## src/rtl/sun_apb_master.sv

```systemverilog
// APB initiator: buffers write/read commands in a FIFO and issues them as
// SETUP/ACCESS transfers, completing on ready, a fixed read window, or timeout.
module sun_apb_master #(
  parameter int FIFO_DEPTH = 4,
  parameter int TIMEOUT    = 16,
  parameter int READ_FIXED = 1
) (
  input  logic        pclk,
  input  logic        presets,
  input  logic        cmd_valid,
  output logic        cmd_ready,
  input  logic        cmd_write,
  input  logic [31:0] cmd_addr,
  input  logic [31:0] cmd_wdata,
  output logic        rsp_valid,
  output logic [31:0] rsp_rdata,
  output logic        rsp_err,
  output logic        psels,
  output logic        penables,
  output logic        pwrites,
  output logic [31:0] paddrs,
  output logic [31:0] pwdatas,
  input  logic [31:0] prdatas,
  input  logic        preadys
);
  localparam int AW = $clog2(FIFO_DEPTH);

  typedef enum logic [1:0] {
    ST_IDLE   = 2'd0,
    ST_SETUP  = 2'd1,
    ST_ACCESS = 2'd2
  } state_e;

  logic [64:0]   mem_q [FIFO_DEPTH];
  logic [AW-1:0] wr_ptr_q, rd_ptr_q;
  logic [AW:0]   count_q, count_d;
  state_e        state_q, state_d;
  logic [7:0]    cnt_q, cnt_d;
  logic          psel_q, psel_d, penable_q, penable_d, pwrite_q, pwrite_d;
  logic [31:0]   paddr_q, paddr_d, pwdata_q, pwdata_d;
  logic          rsp_valid_q, rsp_valid_d, rsp_err_q, rsp_err_d;
  logic [31:0]   rsp_rdata_q, rsp_rdata_d;
  logic          full_s, push_s, pop_s, done_s, fixed_read_s;
  logic [64:0]   head_s;

  assign full_s       = (count_q == (AW+1)'(FIFO_DEPTH));
  assign push_s       = cmd_valid & ~full_s;
  assign head_s       = mem_q[rd_ptr_q];
  assign fixed_read_s = (READ_FIXED != 0) && !pwrite_q;

  // Next-state, bus-phase and completion decode
  always_comb begin
    pop_s       = 1'b0;
    done_s      = 1'b0;
    state_d     = state_q;
    cnt_d       = cnt_q;
    psel_d      = psel_q;
    penable_d   = penable_q;
    rsp_valid_d = 1'b0;
    rsp_rdata_d = rsp_rdata_q;
    rsp_err_d   = rsp_err_q;
    case (state_q)
      ST_IDLE: begin
        psel_d    = 1'b0;
        penable_d = 1'b0;
        if (count_q != '0) begin
          pop_s   = 1'b1;
          psel_d  = 1'b1;
          state_d = ST_SETUP;
        end else begin
          state_d = ST_IDLE;
        end
      end
      ST_SETUP: begin
        penable_d = 1'b1;
        cnt_d     = 8'd0;
        state_d   = ST_ACCESS;
      end
      ST_ACCESS: begin
        cnt_d = cnt_q + 8'd1;
        if (!fixed_read_s && preadys) begin
          done_s      = 1'b1;
          rsp_rdata_d = pwrite_q ? 32'd0 : prdatas;
          rsp_err_d   = 1'b0;
        end else if (fixed_read_s && (cnt_q == 8'd1)) begin
          done_s      = 1'b1;
          rsp_rdata_d = prdatas;
          rsp_err_d   = 1'b0;
        end else if (cnt_q == 8'(TIMEOUT - 1)) begin
          done_s      = 1'b1;
          rsp_rdata_d = 32'd0;
          rsp_err_d   = 1'b1;
        end else begin
          done_s = 1'b0;
        end
        // A queued command chains straight into SETUP without an idle cycle
        if (done_s) begin
          rsp_valid_d = 1'b1;
          penable_d   = 1'b0;
          if (count_q != '0) begin
            pop_s   = 1'b1;
            state_d = ST_SETUP;
          end else begin
            psel_d  = 1'b0;
            state_d = ST_IDLE;
          end
        end else begin
          state_d = ST_ACCESS;
        end
      end
      default: begin
        psel_d    = 1'b0;
        penable_d = 1'b0;
        state_d   = ST_IDLE;
      end
    endcase
    pwrite_d = pop_s ? head_s[64]    : pwrite_q;
    paddr_d  = pop_s ? head_s[63:32] : paddr_q;
    pwdata_d = pop_s ? head_s[31:0]  : pwdata_q;
    count_d  = count_q + (AW+1)'(push_s) - (AW+1)'(pop_s);
  end

  // Command storage; contents need no reset since count_q gates every read
  always_ff @(posedge pclk) begin
    if (push_s) begin
      mem_q[wr_ptr_q] <= {cmd_write, cmd_addr, cmd_wdata};
    end
  end

  // State, FIFO pointers and registered outputs
  always_ff @(posedge pclk) begin
    if (presets) begin
      state_q     <= ST_IDLE;
      wr_ptr_q    <= '0;
      rd_ptr_q    <= '0;
      count_q     <= '0;
      cnt_q       <= 8'd0;
      psel_q      <= 1'b0;
      penable_q   <= 1'b0;
      pwrite_q    <= 1'b0;
      paddr_q     <= 32'd0;
      pwdata_q    <= 32'd0;
      rsp_valid_q <= 1'b0;
      rsp_err_q   <= 1'b0;
      rsp_rdata_q <= 32'd0;
    end else begin
      state_q     <= state_d;
      wr_ptr_q    <= push_s ? wr_ptr_q + 1'b1 : wr_ptr_q;
      rd_ptr_q    <= pop_s ? rd_ptr_q + 1'b1 : rd_ptr_q;
      count_q     <= count_d;
      cnt_q       <= cnt_d;
      psel_q      <= psel_d;
      penable_q   <= penable_d;
      pwrite_q    <= pwrite_d;
      paddr_q     <= paddr_d;
      pwdata_q    <= pwdata_d;
      rsp_valid_q <= rsp_valid_d;
      rsp_err_q   <= rsp_err_d;
      rsp_rdata_q <= rsp_rdata_d;
    end
  end

  assign cmd_ready = ~full_s;
  assign psels     = psel_q;
  assign penables  = penable_q;
  assign pwrites   = pwrite_q;
  assign paddrs    = paddr_q;
  assign pwdatas   = pwdata_q;
  assign rsp_valid = rsp_valid_q;
  assign rsp_rdata = rsp_rdata_q;
  assign rsp_err   = rsp_err_q;

endmodule

```

## config.mk

```make
export PLATFORM = sky130hd
export DESIGN_NAME = sun_apb_master
export DESIGN_NICKNAME = d
export VERILOG_FILES = /design/src/rtl/sun_apb_master.sv
export SDC_FILE = /design/constraint.sdc
export NUM_CORES = 1
export LEC_CHECK = 0
export CORE_UTILIZATION = 50
export DETAILED_ROUTE_END_ITERATION = 7
export PLACE_DENSITY = 0.84
export SYNTH_ARGS = -nofsm -noshare
export SYNTH_HDL_FRONTEND = slang
export SYNTH_SLANG_ARGS = --single-unit
```

## constraint.sdc

```tcl
create_clock -name pclk -period 3.3 [get_ports pclk]
set_input_delay 0.66 -clock pclk [delete_from_list [all_inputs] [get_ports pclk]]
set_output_delay 0.66 -clock pclk [all_outputs]
set_load 0.005 [all_outputs]
```

==> metrics.cfg <==
[clock_network]
hold_buffers = 0
cts_buffers = 39
clock_latency_ps = 510
cts_resized = 0
clock_path_buffers = 3
cts_tree = built
clkTransAtPathRegs_ps = 60
clock_sinks = 378
root_buffer = clkbuf_16
htree_num_levels = 2
cts_setup_buffers = 0

[final_layout]
drive_above_1_share = 0.143
layout.nets = 1149
n_fill_cell = 1957
syn2layout_area_growth_pct = 26.6
utilization = 0.643

[detailed_routing]
wirelength_mm = 27.3
dr.pass1.iters = 5
first_iter_violations = 556
antenna_left = 0
viasPerCell = 5.35
wire_per_inst_um = 18.9
drc = 0
dr_total_vias = 7728

[yosys]
netlist_area_um2 = 14100
synth-seq-area-share = 0.722
synth.largest_area_cell = edfxtp_1
yosysWarnings = 0
avgSynthCellArea_um2 = 17.0
synth_nets = 940
synth.top_cell.area_share = 0.555
ys_seq_elements = 378
synthDistinctLibCells = 42
synthCells = 826
yosys-top-cells-area = edfxtp_1 (55%), dfxtp_1 (17%), mux4_2 (10%), mux2i_1 (4.6%), nand2_1 (3.8%)

[die]
rows = 61
start_util = 0.508
die_h_um = 170
die_area_um2 = 28800
core_um2 = 27700
fp.dieW_um = 170
ioPinCount = 203

[status]
status = finished clean

[grt]
grt_max_degree = 165
overflow = 0
grt_first_pass_wirelength_mm = 42.7
grt_pass1_vias = 7940
antenna_found_initial = 1
grtUsageTotal = 0.193

[timing]
max-slew-margin-rel = 0.162
skew_ps = 13.4
post-route-period-util = 0.762
setup_viol = 0
max_freq_mhz = 398
slew_viol_final = 0
rsz0062_at_grt = false
fin_ws_ps = 786
min_period_ps = 2510
holdWs_ps = 456
worstMarginPinSlew_ps = 1260
fin_setup_tns_ps = 0
hold_violations = 0

[pwr]
p_leak_nw = 6.20
power_density_nw_per_um2 = 797
ir_drop_mv = 0.674

[critical_path]
crit_chain = inv_1, ha_1, a31oi_1, a21bo_4, inv_1, ha_1, inv_1, ha_1, fa_1, xnor2_1, nor2_1
r2r-start = state_q[0]$_SDFF_PP0_
path_class = register to register
reg2reg_slack_ps = 790
worstRegToRegCells = 11
rr_endpoint = count_q[2]$_SDFF_PP0_
cp.required_ps = 3690
crit_fanout = 10
crit_path_end_kind = register
cp-start-kind = register
slowest_delay_ps = 370
crit_slowest_cell = fa_1
arrival_ps = 2910

[placed_design]
dp_slack_ps = 483
place_congestion = 0.749
place_hpwl_mm = 16.1
port-buffer-count = 202

[min_path]
worstHoldEndpoint = paddrs[9]$_SDFFE_PP0P_
hold-path-cell-count = 2
worstHoldStart = paddrs[9]$_SDFFE_PP0P_
hold_class = register to register

[job]
maxCapViolCount = 0

## metal layers
layer	global-route usage	vias to the layer above	share of wire	routed length [µm]
li1	-	3577	-	-
met4	0.0435	0	0.012	333
met1	0.250	3905	0.42	11600
met3	0.0452	28	0.062	1690
met2	0.331	218	0.50	13700
met5	0	-	0	0
## state kept, by name (all words and copies together), names as in the netlist, 2 cells and up
signal,cells
count_q,3
paddrs,32
state_q,2
rsp_rdata,32
mem_q,260
rd_ptr_q,2
wr_ptr_q,2
cnt_q,8
pwdatas,32
## power by group
group	total, W	leakage, nW	switching [W]	internal, W
Clock	0.00416	0.598	0.00167	0.00249
Sequential	0.00638	3.35	0.000480	0.00590
Combinational	0.00366	2.26	0.00158	0.00208
Total	0.0142	6.20	0.00373	0.0105
## through the flow
stage | power, W | area, µm² | std cells
final | 0.0142 | 17800 | 1444
after global routing | 0.0149 | 17800 | 1443
after CTS | 0.0144 | 17800 | 1442
after detailed placement | 0.0102 | 16600 | 1371
after global placement | 0.0101 | 16600 | 1371
after floorplan | 0.00860 | 14100 | 826
## layout make-up
type / count / area (µm²) / area share
antenna: 1 / 2.50 / 0.000140
sequential: 378 / 10200 / 0.571
multi-input combinational: 383 / 3640 / 0.204
tap: 378 / 473 / 0.0265
clock inverter: 8 / 65.1 / 0.00365
clock buffer: 63 / 1160 / 0.0652
timing repair buffer: 219 / 2240 / 0.126
inverter: 14 / 55.1 / 0.00309
## logic make-up (layout without fill, tap and decap cells)
logic type | Yosys count | in the layout | synth area share
DFF | 378 | 378 | 0.722
and+or+nand+nor | 177 | 177 | 0.0541
muxes | 133 | 133 | 0.153
buffers and inverters | 65 | 304 | 0.0215
AOI/OAI and AO/OA | 53 | 53 | 0.0331
adders and majority gates | 13 | 13 | 0.0121
xor gates and xnor gates | 7 | 7 | 0.00435
other | 0 | 1 | 0
## worst max-delay path by stage
stage / cells after the start / to / slack (ps) / start
after floorplan: 1 / mem_q[0][0]$_DFFE_PP_ / 630 / cmd_valid
after global placement: 10 / count_q[2]$_SDFF_PP0_ / 520 / preadys
after detailed placement: 10 / count_q[2]$_SDFF_PP0_ / 480 / preadys
after CTS: 11 / count_q[2]$_SDFF_PP0_ / 770 / state_q[0]$_SDFF_PP0_
after global routing: 11 / count_q[2]$_SDFF_PP0_ / 550 / state_q[0]$_SDFF_PP0_
final: 11 / count_q[2]$_SDFF_PP0_ / 790 / state_q[0]$_SDFF_PP0_
## layout by cell type (no fill, tap or decap), drive strengths merged, types with 2 or more instances in the layout
cell	netlist	final
clkdlybuf4s50	0	202
nor2	13	13
mux2i	65	65
xnor2	3	3
ha	12	12
buf	24	17
clkinv	0	6
o21ai	4	4
o31ai	2	2
clkbuf	27	63
nand2	141	141
and3	6	6
xor2	4	4
nor3	2	2
or3	3	3
mux4	65	65
mux2	3	3
nor2b	4	4
a32o	32	32
nand4	3	3
inv	14	14
a21oi	6	6
dfxtp	118	118
edfxtp	260	260
## cell usage after synthesis (all sizes together)
library cell / instances
a211oi: 1
a21bo: 1
a21o: 1
a21oi: 6
a31oi: 1
a32o: 32
a41o: 1
and2: 1
and3: 6
buf: 24
clkbuf: 27
dfxtp: 118
edfxtp: 260
fa: 1
ha: 12
inv: 14
mux2: 3
mux2i: 65
mux4: 65
nand2: 141
nand4: 3
nand4b: 1
nor2: 13
nor2b: 4
nor3: 2
nor4: 1
nor4b: 1
o211ai: 1
o21a: 1
o21ai: 4
o22a: 1
o311a: 1
o31ai: 2
or3: 3
or3b: 1
xnor2: 3
xor2: 4
## critical path, delay by kind of cell (launching register included)
kind | cells | cell delay (ps)
AND/OR/NAND/NOR | 1 | 50
flip-flops | 1 | 350
buffers and inverters | 3 | 190
adder cells (fa/ha/maj) | 4 | 1150
XOR/XNOR | 1 | 160
AO/OA/AOI/OAI | 2 | 500
Note: power is estimated with default switching activity, not from simulation.
